### config.mk
export PLATFORM = sky130hd
export DESIGN_NAME = fetch_queue_flat
export DESIGN_NICKNAME = d
export VERILOG_FILES = /design/src/rtl/fetch_queue_if.sv /design/src/rtl/fetch_queue.sv /design/src/flat_wrapper.sv
export SDC_FILE = /design/constraint.sdc
export NUM_CORES = 1
export LEC_CHECK = 0
export BUFFER_PORTS_ARGS = -buffer_cell sky130_fd_sc_hd__buf_4
export CORE_UTILIZATION = 40
export DETAILED_ROUTE_END_ITERATION = 10
export GPL_ROUTABILITY_DRIVEN = 0
export GPL_TIMING_DRIVEN = 0
export MAX_ROUTING_LAYER = met4
export PLACE_DENSITY = 0.64
export SYNTH_ARGS = -nofsm -noshare
export SYNTH_HDL_FRONTEND = slang
export SYNTH_SLANG_ARGS = --single-unit
export TNS_END_PERCENT = 100
### constraint.sdc
create_clock -name clk -period 2.4 [get_ports clk]
set_input_delay 0 -clock clk [delete_from_list [all_inputs] [get_ports clk]]
set_output_delay 0 -clock clk [all_outputs]
set_load 0.005 [all_outputs]
### src/rtl/fetch_queue_if.sv
// Fetch-stage buses: sequential instruction-memory port
// and the head-of-queue view presented to decode.
interface fetch_queue_if #(
    parameter int PC_W  = 9,
    parameter int INS_W = 32
);
    logic             imem_req;
    logic [PC_W-1:0]  imem_addr;
    logic             imem_gnt;
    logic             imem_rvalid;
    logic [INS_W-1:0] imem_rdata;
    logic             if_valid;
    logic [INS_W-1:0] if_instr;
    logic [PC_W-1:0]  if_pc;

    modport master (
        output imem_req,
        output imem_addr,
        output if_valid,
        output if_instr,
        output if_pc,
        input  imem_gnt,
        input  imem_rvalid,
        input  imem_rdata
    );

    modport slave (
        input  imem_req,
        input  imem_addr,
        input  if_valid,
        input  if_instr,
        input  if_pc,
        output imem_gnt,
        output imem_rvalid,
        output imem_rdata
    );
endinterface

### src/rtl/fetch_queue.sv
// Instruction fetch stage: credit-limited sequential fetch into a
// small prefetch queue, with redirect flush of buffered/in-flight words.
module fetch_queue #(
    parameter int PC_W  = 9,
    parameter int INS_W = 32,
    parameter int DEPTH = 4
) (
    input  logic            clk,
    input  logic            reset,
    input  logic            redirect,
    input  logic [PC_W-1:0] redirect_pc,
    input  logic            stall,
    fetch_queue_if.master   bus
);
    localparam int CW = $clog2(DEPTH + 1);
    localparam int AW = $clog2(DEPTH);
    localparam logic [PC_W-1:0] STEP = PC_W'(4);

    logic [PC_W-1:0]  fetch_pc;
    logic [PC_W-1:0]  rsp_pc;
    logic [PC_W-1:0]  q_pc  [DEPTH];
    logic [INS_W-1:0] q_ins [DEPTH];
    logic [AW-1:0]    rd_ptr;
    logic [AW-1:0]    wr_ptr;
    logic [CW-1:0]    count;
    logic [CW-1:0]    inflight;
    logic [CW-1:0]    drop;

    logic          has_credit;
    logic          grant;
    logic          rsp;
    logic          push;
    logic          pop;
    logic [CW-1:0] inflight_acc;

    // Outstanding plus buffered never exceeds DEPTH, so a push always fits.
    assign has_credit = (int'(count) + int'(inflight)) < DEPTH;

    assign bus.imem_req  = reset & ~redirect & has_credit;
    assign bus.imem_addr = fetch_pc;

    assign bus.if_valid = (count != '0);
    assign bus.if_instr = q_ins[rd_ptr];
    assign bus.if_pc    = q_pc[rd_ptr];

    // A response with nothing outstanding is a protocol error: ignore it.
    assign grant = bus.imem_req & bus.imem_gnt;
    assign rsp   = bus.imem_rvalid & (inflight != '0);
    assign push  = rsp & ~redirect & (drop == '0);
    assign pop   = bus.if_valid & ~stall & ~redirect;

    assign inflight_acc = inflight - CW'(rsp);

    always_ff @(posedge clk or negedge reset) begin
        if (!reset) begin
            fetch_pc <= '0;
            rsp_pc   <= '0;
            rd_ptr   <= '0;
            wr_ptr   <= '0;
            count    <= '0;
            inflight <= '0;
            drop     <= '0;
            for (int i = 0; i < DEPTH; i++) begin
                q_pc[i]  <= '0;
                q_ins[i] <= '0;
            end
        end else if (redirect) begin
            // Every fetch still outstanding belongs to the old stream.
            fetch_pc <= redirect_pc;
            rsp_pc   <= redirect_pc;
            rd_ptr   <= '0;
            wr_ptr   <= '0;
            count    <= '0;
            inflight <= inflight_acc;
            drop     <= inflight_acc;
        end else begin
            if (grant) begin
                fetch_pc <= fetch_pc + STEP;
            end
            inflight <= inflight_acc + CW'(grant);
            if (rsp && (drop != '0)) begin
                drop <= drop - CW'(1);
            end
            if (push) begin
                q_pc[wr_ptr]  <= rsp_pc;
                q_ins[wr_ptr] <= bus.imem_rdata;
                wr_ptr        <= wr_ptr + AW'(1);
                rsp_pc        <= rsp_pc + STEP;
            end
            if (pop) begin
                rd_ptr <= rd_ptr + AW'(1);
            end
            case ({push, pop})
                2'b10:   count <= count + CW'(1);
                2'b01:   count <= count - CW'(1);
                default: count <= count;
            endcase
        end
    end
endmodule

### src/flat_wrapper.sv
// flat-port wrapper written by rule: the top's interface ports become plain ports
module fetch_queue_flat 
#(
    parameter int PC_W  = 9,
    parameter int INS_W = 32,
    parameter int DEPTH = 4
)
  (clk, reset, redirect, redirect_pc, stall, bus_imem_req, bus_imem_addr, bus_if_valid, bus_if_instr, bus_if_pc, bus_imem_gnt, bus_imem_rvalid, bus_imem_rdata);
  fetch_queue_if #(.PC_W(PC_W), .INS_W(INS_W)) bus_i ();
  input  logic clk;
  input  logic reset;
  input  logic redirect;
  input  logic [PC_W-1:0] redirect_pc;
  input  logic stall;
  output wire logic [$bits(bus_i.imem_req)-1:0] bus_imem_req;
  output wire logic [$bits(bus_i.imem_addr)-1:0] bus_imem_addr;
  output wire logic [$bits(bus_i.if_valid)-1:0] bus_if_valid;
  output wire logic [$bits(bus_i.if_instr)-1:0] bus_if_instr;
  output wire logic [$bits(bus_i.if_pc)-1:0] bus_if_pc;
  input wire logic [$bits(bus_i.imem_gnt)-1:0] bus_imem_gnt;
  input wire logic [$bits(bus_i.imem_rvalid)-1:0] bus_imem_rvalid;
  input wire logic [$bits(bus_i.imem_rdata)-1:0] bus_imem_rdata;
  assign bus_imem_req = bus_i.imem_req;
  assign bus_imem_addr = bus_i.imem_addr;
  assign bus_if_valid = bus_i.if_valid;
  assign bus_if_instr = bus_i.if_instr;
  assign bus_if_pc = bus_i.if_pc;
  assign bus_i.imem_gnt = bus_imem_gnt;
  assign bus_i.imem_rvalid = bus_imem_rvalid;
  assign bus_i.imem_rdata = bus_imem_rdata;
  fetch_queue #(.PC_W(PC_W), .INS_W(INS_W), .DEPTH(DEPTH)) u_core (.clk(clk), .reset(reset), .redirect(redirect), .redirect_pc(redirect_pc), .stall(stall), .bus(bus_i));
endmodule
; ---- Word-level counts from Yosys, hierarchy flattened
; Cells that the tools add are included.
[totals]
reg_bits = 195
in_bits = 47
out_inout_bits = 52
elab_cells = 80
[op_classes]
addsub = 10
magnitude_cmp = 4
eq_ne = 2
n_mux = 25
n_bitwise = 12
reduce_logical = 12
[ops]
columns = cell, count
row1 = 128-bit bitwise mux, 1
row2 = 32-bit two-way mux, 3
row3 = 32-bit binary-select mux with 2-bit select, 1
row4 = 32-bit demux with 2-bit select, 1
row5 = 9-bit two-way mux, 7
row6 = 36-bit bitwise mux, 1
row7 = 32-bit by 4-bit < comparator with 1-bit output (second input constant), 1
row8 = 9-bit by 3-bit adder with 9-bit output (second input constant), 2
row9 = 9-bit binary-select mux with 2-bit select, 1
row10 = 9-bit demux with 2-bit select, 1
row11 = 3-bit two-way mux, 4
row12 = 3-bit nonzero test, 4
row13 = 1-bit AND, 8
row14 = 2-bit two-way mux, 4
row15 = 2-bit nonzero test, 4
row16 = 3-bit >= comparator (second input constant), 2
row17 = 2-bit NOT with 3-bit output, 2
row18 = 3-bit one-hot mux with 2 select lines, 1
row19 = 3-bit by 1-bit subtractor with 3-bit output (second input constant), 2
row20 = 2-bit by 1-bit adder with 2-bit output (second input constant), 2
row21 = 3-bit by 3-bit adder with 4-bit output, 1
row22 = 3-bit by 1-bit adder with 3-bit output, 1
row23 = 3-bit by 1-bit adder with 3-bit output (second input constant), 1
row24 = 3-bit logical NOT, 1
row25 = 7 further kinds, 9

; ---- Logic depth before layout (Yosys ltp)
; Gate-level depths: netlist (run 1).
[logic_depth]
word_depth = 7
depth_mapped = 9
mapped_depth_nobuf = 9

; ---- Least setup slack after synthesis (run 1)
; No wires, ideal clock.
[synth_path]
path_type = flip-flop to flip-flop
startpoint = reg u_core.drop[0]
endpoint = reg u_core.count[2]
setup_time_ns = 0.135
t_arrival_ns = 2.182
required_ns = 2.265
setup_slack_ns = 0.083
stages_incl_launch_ff = 10
path_buffers = 0
period_less_slack_ns = 2.317
path_cell_list = dfrtp_1 -> inv_1 -> ha_1 -> nor3b_4 -> a21o_1 -> nor3_1 -> fa_1 -> a2111oi_0 -> o21ai_0 -> nor3b_1
[synth_via]
elab_chain_len = 5
word_cells_on_any_way = 7
classes_between = eq/ne (2) / mux (2) / bitwise (1) / reduce/logical (2)
[synth_lines]
columns = item, line_no
row1 = "start, declared", fetch_queue.sv:27  ; logic [CW-1:0] drop;
row2 = "start signal, assigned", fetch_queue.sv:75  ; drop <= inflight_acc;
row3 = "start signal, assigned", fetch_queue.sv:82  ; drop <= drop - CW'(1);
row4 = 3-bit logical NOT *, fetch_queue.sv:49  ; assign push = rsp & ~redirect & (drop == '0);
row5 = 1-bit AND *, fetch_queue.sv:49
row6 = 2-bit by 1-bit equality test with 1-bit output or 2-bit equality test (tied branches), fetch_queue.sv:93  ; case ({push, pop})
row7 = 3-bit one-hot mux with 2 select lines, fetch_queue.sv:93
row8 = 3-bit two-way mux, fetch_queue.sv:67  ; end else if (redirect) begin
row9 = "end signal, assigned", fetch_queue.sv:94  ; 2'b10: count <= count + CW'(1);
row10 = "end signal, assigned", fetch_queue.sv:95  ; 2'b01: count <= count - CW'(1);
row11 = "end signal, assigned", fetch_queue.sv:96  ; default: count <= count;
row12 = "end, declared", fetch_queue.sv:25  ; logic [CW-1:0] count;
; Every way passes the cells marked *; elsewhere a longest branch is shown, timed or not.
; A chain may end at the register's enable or synchronous reset.

; ---- Worst setup path after layout (run 1)
[layout_path]
startpoint = reg u_core.rd_ptr[1]
endpoint = out bus_if_pc[2]
[layout_via]
elab_chain_len = 4
[layout_lines]
columns = item, line_no
row1 = "start, declared", fetch_queue.sv:23  ; logic [AW-1:0] rd_ptr;
row2 = "start signal, assigned", fetch_queue.sv:91  ; rd_ptr <= rd_ptr + AW'(1);
row3 = 2-bit NOT with 3-bit output (not written as such), fetch_queue.sv:44  ; assign bus.if_pc = q_pc[rd_ptr];
row4 = 9-bit binary-select mux with 2-bit select, fetch_queue.sv:44
row5 = 9-bit two-way mux (not written as such) (2 in series), fetch_queue.sv:44
row6 = "end, declared", flat_wrapper.sv:19  ; output wire logic [$bits(bus_i.if_pc)-1:0] bus_if_pc;
; Every way passes these cells. The select of a mux whose other input is x is not followed.

==> results of run 1 <==
[state kept, by name, summed over array words and instances (netlist names)]
| name | count |
|---|---|
| u_core.q_pc | 36 |
| u_core.bus.imem_addr | 9 |
| u_core.wr_ptr | 2 |
| u_core.drop | 3 |
| u_core.q_ins | 128 |
| u_core.rd_ptr | 2 |
| u_core.count | 3 |
| u_core.rsp_pc | 9 |
| u_core.inflight | 3 |
[cells by family (layout without fill, tap and decap cells)]
kind of cell / count (synthesis) / in the layout / share of synthesized area, %
multiplexers: 215 / 215 / 32.0
buffers and inverters: 52 / 231 / 3.74
AO/OA/AOI/OAI: 35 / 35 / 2.71
AND/OR/NAND/NOR: 61 / 61 / 4.10
XOR/XNOR: 9 / 9 / 0.879
adder cells (fa/ha/maj): 15 / 15 / 2.18
flip-flops: 195 / 195 / 54.4
[through the flow]
| stage | hold slack, ps | total power, W | cells |
|---|---|---|---|
| after floorplan | -296 | 0.00647 | 582 |
| after global placement | 223 | 0.00778 | 960 |
| after detailed placement | 168 | 0.00799 | 961 |
| after CTS | -302 | 0.0109 | 1037 |
| after global routing | -271 | 0.0114 | 1041 |
| final | -344 | 0.0108 | 1041 |
[routing by layer]
metal  vias up  share of wire, %  track usage [%]
met5         -                 0                -
met4         0               1.0             4.01
met3        17               3.4             3.80
met2       100                52             32.0
met1      2883                44             22.8
li1       2474                 -                -
[report_power, final]
part,switching (W),total [W],internal [W]
Clock,0.00125,0.00277,0.00152
Sequential,0.000425,0.00444,0.00401
Combinational,0.00140,0.00355,0.00215
[cell type report]
class / instances / area (sq um)
tap: 280 / 350
timing repair buffer: 148 / 1250
fill: 1872 / 10700
clock inverter: 10 / 101
buffer: 33 / 278
inverter: 19 / 71.3
sequential: 195 / 4880
multi-input combinational: 335 / 3780
clock buffer: 21 / 470
[what timing repair did]
item / CTS / global route
setup endpoints to repair: 10 / 20
setup buffers: 2 / 4
pin swaps: 2 / 1
hold endpoints to repair: 268 / 119
gates resized for setup: 6 / 9
[cells in the final DEF, fill, tap and decap left out, types with 4 or more instances in the layout]
master,Yosys,layout
nand3_1,7,7
clkbuf_16,0,17
nand2_2,4,4
mux4_2,41,41
o21ai_0,11,11
nand2_1,16,16
xnor2_1,8,8
clkbuf_1,9,7
mux2_2,155,155
buf_6,16,16
nor2_1,9,9
dfrtp_1,195,195
dlygate4sd3_1,0,43
nor3_1,7,6
mux2_1,11,11
buf_4,0,107
a21oi_1,4,4
mux2i_1,8,8
ha_1,14,14
inv_1,18,18
[worst max-delay path, cell delays in order (launching register included)]
cell and delay (ps):
dfrtp_1 330, clkbuf_1 340, clkbuf_1 600, mux4_2 430, buf_4 150
[how the worst max path moves through the flow]
stage                          start            endpoint  slack (ps)  cells past startpoint
global placement               reset  u_core.inflight[1]       -1190                      7
global route        u_core.rd_ptr[1]        bus_if_pc[2]          -1                      4
finish              u_core.rd_ptr[1]        bus_if_pc[2]         130                      4
floorplan             u_core.drop[0]     u_core.count[2]          80                      9
detailed placement    u_core.drop[0]     u_core.count[2]        -300                      9
CTS                   u_core.drop[0]     u_core.count[2]         -30                      9
==> flow_summary.yaml, run 1 <==
detailed_routing:
  post-route-drc-count: 0
  ant_nets: 0
  first_pass_iters: 4
  drtIter0Drc: 284
  wl_per_cell_um: 19.0
  via_count: 5474
  finalWirelength_um: 19800
  avgViaCountPerCell: 5.26
synthesis:
  synth_warnings: 0
  synth_common_cells: "195 x dfrtp_1, 155 x mux2_2, 41 x mux4_2"
  synth_top_area_share_pct: 54.4
  ys_async_sr_fraction_pct: 100
  seq_area_frac_synth_pct: 54.4
  netlist_instances: 582
  synth_area_sq_um: 8970
  synth-main-ff-cell: "dfrtp_1"
  yosysMostFrequentCell: "dfrtp_1"
  yosysTopAreaCell: "dfrtp_1"
  syn_area_per_cell_sq_um: 15.4
  synth_edf_count: 0
  syn_nets: 644
  ys_ff_latch: 195
  synth_area_leaders: "dfrtp_1 54%, mux2_2 19%, mux4_2 10%"
  synth_cell_types: 51
final_layout:
  final_core_util_pct: 51.1
  nets: 811
  layout-drive-gt1-share_pct: 49.1
  area_delta_synth_final_pct: 24.6
  fin_area_sq_um: 11200
  diodes: 0
worst_setup_path:
  rrSetupSlack_ps: 140
  r2r-start: "u_core.count[2]"
  r2r_cells: 7
  arrival_ps: 2270
  critPathKind: "reg -> out"
  required_ps: 2400
  crit_path_max_fanout: 10
  start_kind: "register"
  worstReg2RegEnd: "u_core.inflight[1]"
  end_kind: "output pin"
cts:
  clock-sinks: 195
  clk_path_buf_depth: 2
  clock_latency_ps: 430
  hold_buffers: 43
  ctsHtreeMaxLevel: 4
  cts.clk_slew.worst_paths_ps: 70
  cts_root_buffer: "clkbuf_16"
  numCtsBuffers: 17
  cts_tree: "yes"
placement:
  io_buffer_count: 98
  pre_cts_slack_ps: -305
  placed_area_sq_um: 10100
  place_hpwl_um: 13500
floorplan:
  start_util_pct: 41.0
  die_height_um: 152
  die_w_um: 152
  core_area_sq_um: 21900
  num_io_pins: 99
  die-area_sq_um: 23000
  rows: 54
timing:
  setup_ws_ps: 129
  hold_ws_ps: -344
  hold_viol: 119
  relSlewSlack_pct: 37.5
  slew_violations: 0
  fmax_mhz: 440
  fin_setup_tns_ps: 0
  fin_crit_sh_pct: 94.6
  finalSetupViolations: 0
  fin_skew_ps: 14.4
  rsz0062_at_grt: "yes"
  fin_crit_ps: 2270
  worst_pin_slew_ps: 938
run_status:
  violations: "negative hold slack"
  outcome: "finished, violations left"
global_routing:
  grt_max_degree: 122
  track_usage_pct: 18.7
  antenna_found_initial: 0
  grt_pass1_vias: 5932
  grt_pass1_wl_um: 31400
  gr-total-overflow: 0
hold_path:
  hold_path.class: "in -> async"
pwr:
  leakagePower_nw: 5.35
  peakVddDrop_uv: 520
  p_per_area_nw_per_um2: 962
job:
  max_cap_viol_count: 0
Note: power is estimated with default switching activity, not from simulation.
==> run 2: changes to the inputs <==
--- a/config.mk
+++ b/config.mk
@@ -5,6 +5,7 @@
 export SDC_FILE = /design/constraint.sdc
 export NUM_CORES = 1
 export LEC_CHECK = 0
+export ABC_AREA = 1
 export BUFFER_PORTS_ARGS = -buffer_cell sky130_fd_sc_hd__buf_4
 export CORE_UTILIZATION = 40
 export DETAILED_ROUTE_END_ITERATION = 10
==> constraint.sdc (replaced) <==
create_clock -name clk -period 2.4 [get_ports clk]
set_input_delay 0 -clock clk [delete_from_list [all_inputs] [get_ports clk]]
set_output_delay 0 -clock clk [all_outputs]
set_load 0.01 [all_outputs]
==> flow_summary.yaml, run 2 <==
timing:
  fin_crit_sh_pct: 94.8
  rsz0062_at_grt: "no"
  relSlewSlack_pct: 58.4
  fin_crit_ps: 2280
  worst_pin_slew_ps: 624
  fin_skew_ps: 17.3
  fmax_mhz: 439
  hold_ws_ps: 55.5
  finalSetupViolations: 0
  slew_violations: 0
  hold_viol: 0
run_status:
  outcome: "finished, violations left"
  violations: "design-rule violations"
worst_setup_path:
  r2r_cells: 14
  rrSetupSlack_ps: 170
  arrival_ps: 2280
  crit_path_max_fanout: 10
  worstReg2RegEnd: "u_core.count[2]"
  slowest_stage: "dfrtp_1"
  r2r-start: "u_core.drop[0]"
  path_cells: "inv_1 > clkbuf_1 > o21ai_0 > o22ai_1 > buf_4"
  required_ps: 2400
  start_kind: "register"
  cp_slowest_stage_delay_ps: 460
  end_kind: "output pin"
  critPathKind: "reg -> out"
hold_path:
  min_from: "bus_imem_rvalid"
  hold_end: "u_core.rsp_pc[7]"
  hold_depth: 5
  hold_path.class: "in -> reg"
pwr:
  p_sw_w: 0.00358
  switching_share_pct: 33.3
  p_total_w: 0.0107
  leakagePower_nw: 5.54
  p_per_area_nw_per_um2: 947
  pwr-share-seq_pct: 42.7
  peakVddDrop_uv: 378
  intPower_w: 0.00716
  power_frac_clock_pct: 26.2
  combPwrFrac_pct: 31.2
global_routing:
  antenna_found_initial: 0
  grtUsageMet1_pct: 29.8
  track_usage_pct: 22.3
  gr-total-overflow: 0
  grt_pass1_wl_um: 40000
  grtUsageMet2_pct: 35.7
  grt_busiest_layer: "met2"
  grt_max_degree: 111
  grt_use_met3_pct: 3.04
  grt_pass1_vias: 7647
floorplan:
  core_area_sq_um: 22600
  die_height_um: 154
  die_w_um: 154
  num_io_pins: 99
  start_util_pct: 40.7
  rows: 55
  die-area_sq_um: 23600
synthesis:
  yosysTopAreaCell: "dfrtp_1"
  synth_warnings: 0
  syn_nets: 1086
  synth.area.mux_share_pct: 0
  ys_async_sr_fraction_pct: 100
  yosys.area_share.simple_pct: 16.0
  synth_common_cells: "228 x nand2_1, 195 x dfrtp_1, 131 x o21ai_1"
  synth_fa_ha_area_share_pct: 2.13
  netlist_instances: 1024
  synth-main-ff-cell: "dfrtp_1"
  synth_area_leaders: "dfrtp_1 53%, nand2_1 9.3%, o21ai_1 7.1%"
  synth_area_sq_um: 9180
  synth_compound_area_share_pct: 19.4
  seq_area_frac_synth_pct: 53.1
  syn_area_per_cell_sq_um: 8.97
  synth_top_family_by_area: "compound AO/OA/AOI/OAI gates"
  synth_cell_types: 33
  synth_top_area_share_pct: 53.1
  synth-xor-area-share_pct: 0.954
  synth_edf_count: 0
  yosysMostFrequentCell: "nand2_1"
  ys_ff_latch: 195
final_layout:
  multi_input_area_sq_um: 3540
  final_common_cell: "nand2_1"
  largest_reg_flops: 128
  nFillCells: 2164
  nets: 1249
  diodes: 0
  area_delta_synth_final_pct: 23.6
  final-instance-count-excl-fill: 1485
  seqCellArea_sq_um: 4880
  regMostFlops: "u_core.q_ins"
  final_cell_mix: "227 x nand2_1, 195 x dfrtp_1, 131 x o21ai_1"
  reg_top3: "u_core.q_ins (128), u_core.q_pc (36)"
  layout-drive-gt1-share_pct: 18.6
detailed_routing:
  drtIter0Drc: 594
  wl_per_cell_um: 16.5
  finalWirelength_um: 24400
  avgViaCountPerCell: 5.12
  first_pass_iters: 8
  post-route-drc-count: 2
  via_count: 7603
  ant_nets: 0
cts:
  clock_latency_ps: 440
  numCtsBuffers: 17
  post_cts_buffers: 0
  cts_root_buffer: "clkbuf_16"
  ctsHtreeMaxLevel: 4
  clock-sinks: 195
  cts.clk_slew.worst_paths_ps: 70
  cts_tree: "yes"
  clk_path_buf_depth: 2
placement:
  dp_cells: 1407
  place_hpwl_um: 16100
  io_buffer_count: 97
job:
  max_cap_viol_count: 0
[run 2: how the worst max path moves through the flow]
| stage | from | end | slack (ps) |
|---|---|---|---|
| finish | u_core.rd_ptr[1] | bus_if_instr[30] | 120 |
| global route | u_core.drop[0] | u_core.count[2] | 20 |
| CTS | u_core.rd_ptr[0] | bus_if_instr[13] | 50 |
| detailed placement | u_core.drop[0] | u_core.count[2] | 200 |
| global placement | reset | u_core.inflight[2] | -980 |
| floorplan | u_core.drop[0] | u_core.count[2] | 380 |
[run 2: power by group through the flow]
stage	clock (W)	sequential [W]	combinational, W
floorplan	0	0.00454	0.00203
global placement	0	0.00461	0.00323
detailed placement	0	0.00463	0.00331
CTS	0.00285	0.00457	0.00339
global route	0.00297	0.00468	0.00378
finish	0.00281	0.00458	0.00335
[run 2: final cells by class]
class,instances,area share [%]
buffer,63,4.48
clock buffer,21,4.15
clock inverter,11,0.893
inverter,68,2.32
multi-input combinational,698,31.2
sequential,195,43.0
tap,285,3.14
timing repair buffer,144,10.8
[run 2: worst max-delay path: cells and delay by family, from the launching register on]
| family | cells | cell delay (ps) |
|---|---|---|
| flip-flops | 1 | 460 |
| AO/OA/AOI/OAI | 2 | 460 |
| buffers and inverters | 3 | 920 |
[run 2: cells by family after synthesis]
kind of cell,count (synthesis)
simple gates,356
compound gates,317
flops,195
buf+inv,131
fa+ha+maj,15
xor+xnor,10
[run 2: metrics by stage]
step           area, sq um  util (%)  TNS (ps)  worst slack [ps]
4_1_cts              11300      50.2         0              47.1
6_report             11300      50.3         0               124
2_1_floorplan         9180         -         0               380
3_3_place_gp         10300      45.5    -16660              -981
3_5_place_dp         10300      45.6         0               198
5_1_grt              11300      50.3         0              15.3
[run 2: what timing repair did]
action,4_1_cts,5_1_grt
gates resized for setup,2,4
setup endpoints to repair,3,7
cloned,0,0
hold endpoints to repair,257,0
hold buffers,46,0
[run 2: metal layers]
layer  share of wire [%]  wire length (um)  up-vias
li1                    -                 -     3723
met1                  47             11500     3672
met2                  48             11600      183
met3                 4.1               997       25
met4                 1.1               276        0
met5                   0                 0        -
==> run 3: changes to the inputs <==
--- a/config.mk
+++ b/config.mk
@@ -7,13 +7,14 @@
 export LEC_CHECK = 0
 export ABC_AREA = 1
 export BUFFER_PORTS_ARGS = -buffer_cell sky130_fd_sc_hd__buf_4
-export CORE_UTILIZATION = 40
+export CORE_UTILIZATION = 55
+export CTS_BUF_LIST = sky130_fd_sc_hd__clkbuf_4 sky130_fd_sc_hd__clkbuf_8
 export DETAILED_ROUTE_END_ITERATION = 10
 export GPL_ROUTABILITY_DRIVEN = 0
 export GPL_TIMING_DRIVEN = 0
 export MAX_ROUTING_LAYER = met4
-export PLACE_DENSITY = 0.64
+export PLACE_DENSITY = 0.82
 export SYNTH_ARGS = -nofsm -noshare
 export SYNTH_HDL_FRONTEND = slang
 export SYNTH_SLANG_ARGS = --single-unit
-export TNS_END_PERCENT = 100
+export TNS_END_PERCENT = 30
==> flow_summary.yaml, run 3 (synthesized netlist as in run 2, its figures left out) <==
worst_setup_path:
  r2r_cells: 10
  r2r-start: "u_core.count[2]"
  worstReg2RegEnd: "u_core.bus.imem_addr[8]"
  crit_path_max_fanout: 10
  arrival_ps: 2320
  required_ps: 2400
  rrSetupSlack_ps: 200
  critPathKind: "reg -> out"
  start_kind: "register"
  end_kind: "output pin"
detailed_routing:
  drtIter0Drc: 639
  post-route-drc-count: 0
  avgViaCountPerCell: 5.60
  ant_nets: 0
  via_count: 7950
  first_pass_iters: 5
  wl_per_cell_um: 16.6
  finalWirelength_um: 23600
hold_path:
  min_from: "bus_imem_rvalid"
  hold_end: "u_core.wr_ptr[1]"
  hold_path.class: "in -> reg"
  hold_depth: 5
cts:
  cts.clk_slew.worst_paths_ps: 100
  clock-sinks: 195
  clk_path_buf_depth: 2
  clock_latency_ps: 470
  cts_tree: "yes"
  numCtsBuffers: 17
  cts_root_buffer: "clkbuf_8"
  ctsHtreeMaxLevel: 4
pwr:
  leakagePower_nw: 5.51
  p_per_area_nw_per_um2: 932
  peakVddDrop_uv: 576
  p_total_w: 0.0104
floorplan:
  die_height_um: 131
  die-area_sq_um: 17200
  core_area_sq_um: 16100
  rows: 46
  die_w_um: 131
  start_util_pct: 57.0
  num_io_pins: 99
global_routing:
  grt_max_degree: 120
  gr-total-overflow: 0
  antenna_found_initial: 0
  grt_pass1_wl_um: 38900
  track_usage_pct: 29.6
  grt_pass1_vias: 7823
timing:
  fmax_mhz: 432
  fin_skew_ps: 13.9
  rsz0062_at_grt: "no"
  relSlewSlack_pct: 60.0
  finalSetupViolations: 0
  fin_crit_ps: 2320
  fin_crit_sh_pct: 96.5
  slew_violations: 0
  fin_setup_tns_ps: 0
  hold_ws_ps: 44.9
  hold_viol: 0
  worst_pin_slew_ps: 600
final_layout:
  layout-drive-gt1-share_pct: 18.7
  multi_input_area_sq_um: 3540
  final_common_cell: "nand2_1"
  final-instance-count-excl-fill: 1419
  largest_reg_flops: 128
  area_delta_synth_final_pct: 21.9
  seqCellArea_sq_um: 4880
  diodes: 0
  regMostFlops: "u_core.q_ins"
  reg_top3: "u_core.q_ins (128), u_core.q_pc (36)"
  nFillCells: 1279
  final_cell_mix: "227 x nand2_1, 195 x dfrtp_1, 131 x o21ai_1"
  nets: 1252
placement:
  io_buffer_count: 97
  place_hpwl_um: 15500
  dp_cells: 1338
job:
  max_cap_viol_count: 0
run_status:
  outcome: "completed"
[run 3: cell count changes in the layout (fill, tap and decap cells not counted), sizes merged]
cell	delta
bufinv	+4
clkbuf	-2
dlygate4sd3	+2
buf	+1
clkinv	-1
clkinvlp	-1
[run 3: power breakdown]
group          internal [W]  switching (W)
logic               0.00153        0.00184
clock network       0.00128        0.00118
registers           0.00412       0.000480
[run 3: metal layers]
metal / global-route usage [%] / wire length [um] / vias to the layer above
met4: 11.0 / 482 / 0
met1: 37.1 / 9970 / 3850
met5: - / 0 / -
met3: 4.21 / 1310 / 43
li1: - / - / 3725
met2: 48.8 / 11800 / 332
[run 3: area by class of cell]
cell class	instances	share of cell area (%)
clock buffer	19	2.28
buffer	63	4.54
inverter	68	2.35
multi-input combinational	698	31.6
timing repair buffer	147	11.4
sequential	195	43.6
tap	216	2.41
clock inverter	13	1.83
[run 3: critical path, stage by stage (launching register included)]
cell      delay [ps]
dfrtp_1          430
buf_2            210
inv_1             90
buf_2            240
clkbuf_2         310
o21ai_0          110
o22ai_1          270
buf_4            180
[run 3: stage by stage]
step	utilization, %	area [sq um]	worst slack, ps
floorplan	-	9180	380
global placement	63.2	10200	-858
detailed placement	63.4	10200	45.2
CTS	69.4	11200	37.1
global route	69.4	11200	0.832
finish	69.4	11200	83.9
[run 3: worst max-delay path by stage]
stage,endpoint,from,slack (ps),cells past startpoint
after floorplan,u_core.count[2],u_core.drop[0],380,14
after detailed placement,u_core.inflight[2],reset,50,11
after global routing,bus_if_pc[8],u_core.rd_ptr[0],0.8,7
after CTS,bus_if_instr[18],u_core.rd_ptr[0],40,7
final,bus_if_pc[8],u_core.rd_ptr[0],80,7
after global placement,u_core.inflight[2],reset,-860,10
[run 3: what timing repair did]
action	in CTS	in global routing
gates resized for setup	1	5
endpoints found under the setup margin	3	19
setup buffers	0	0
hold buffers	49	0
endpoints found under the hold margin	229	0
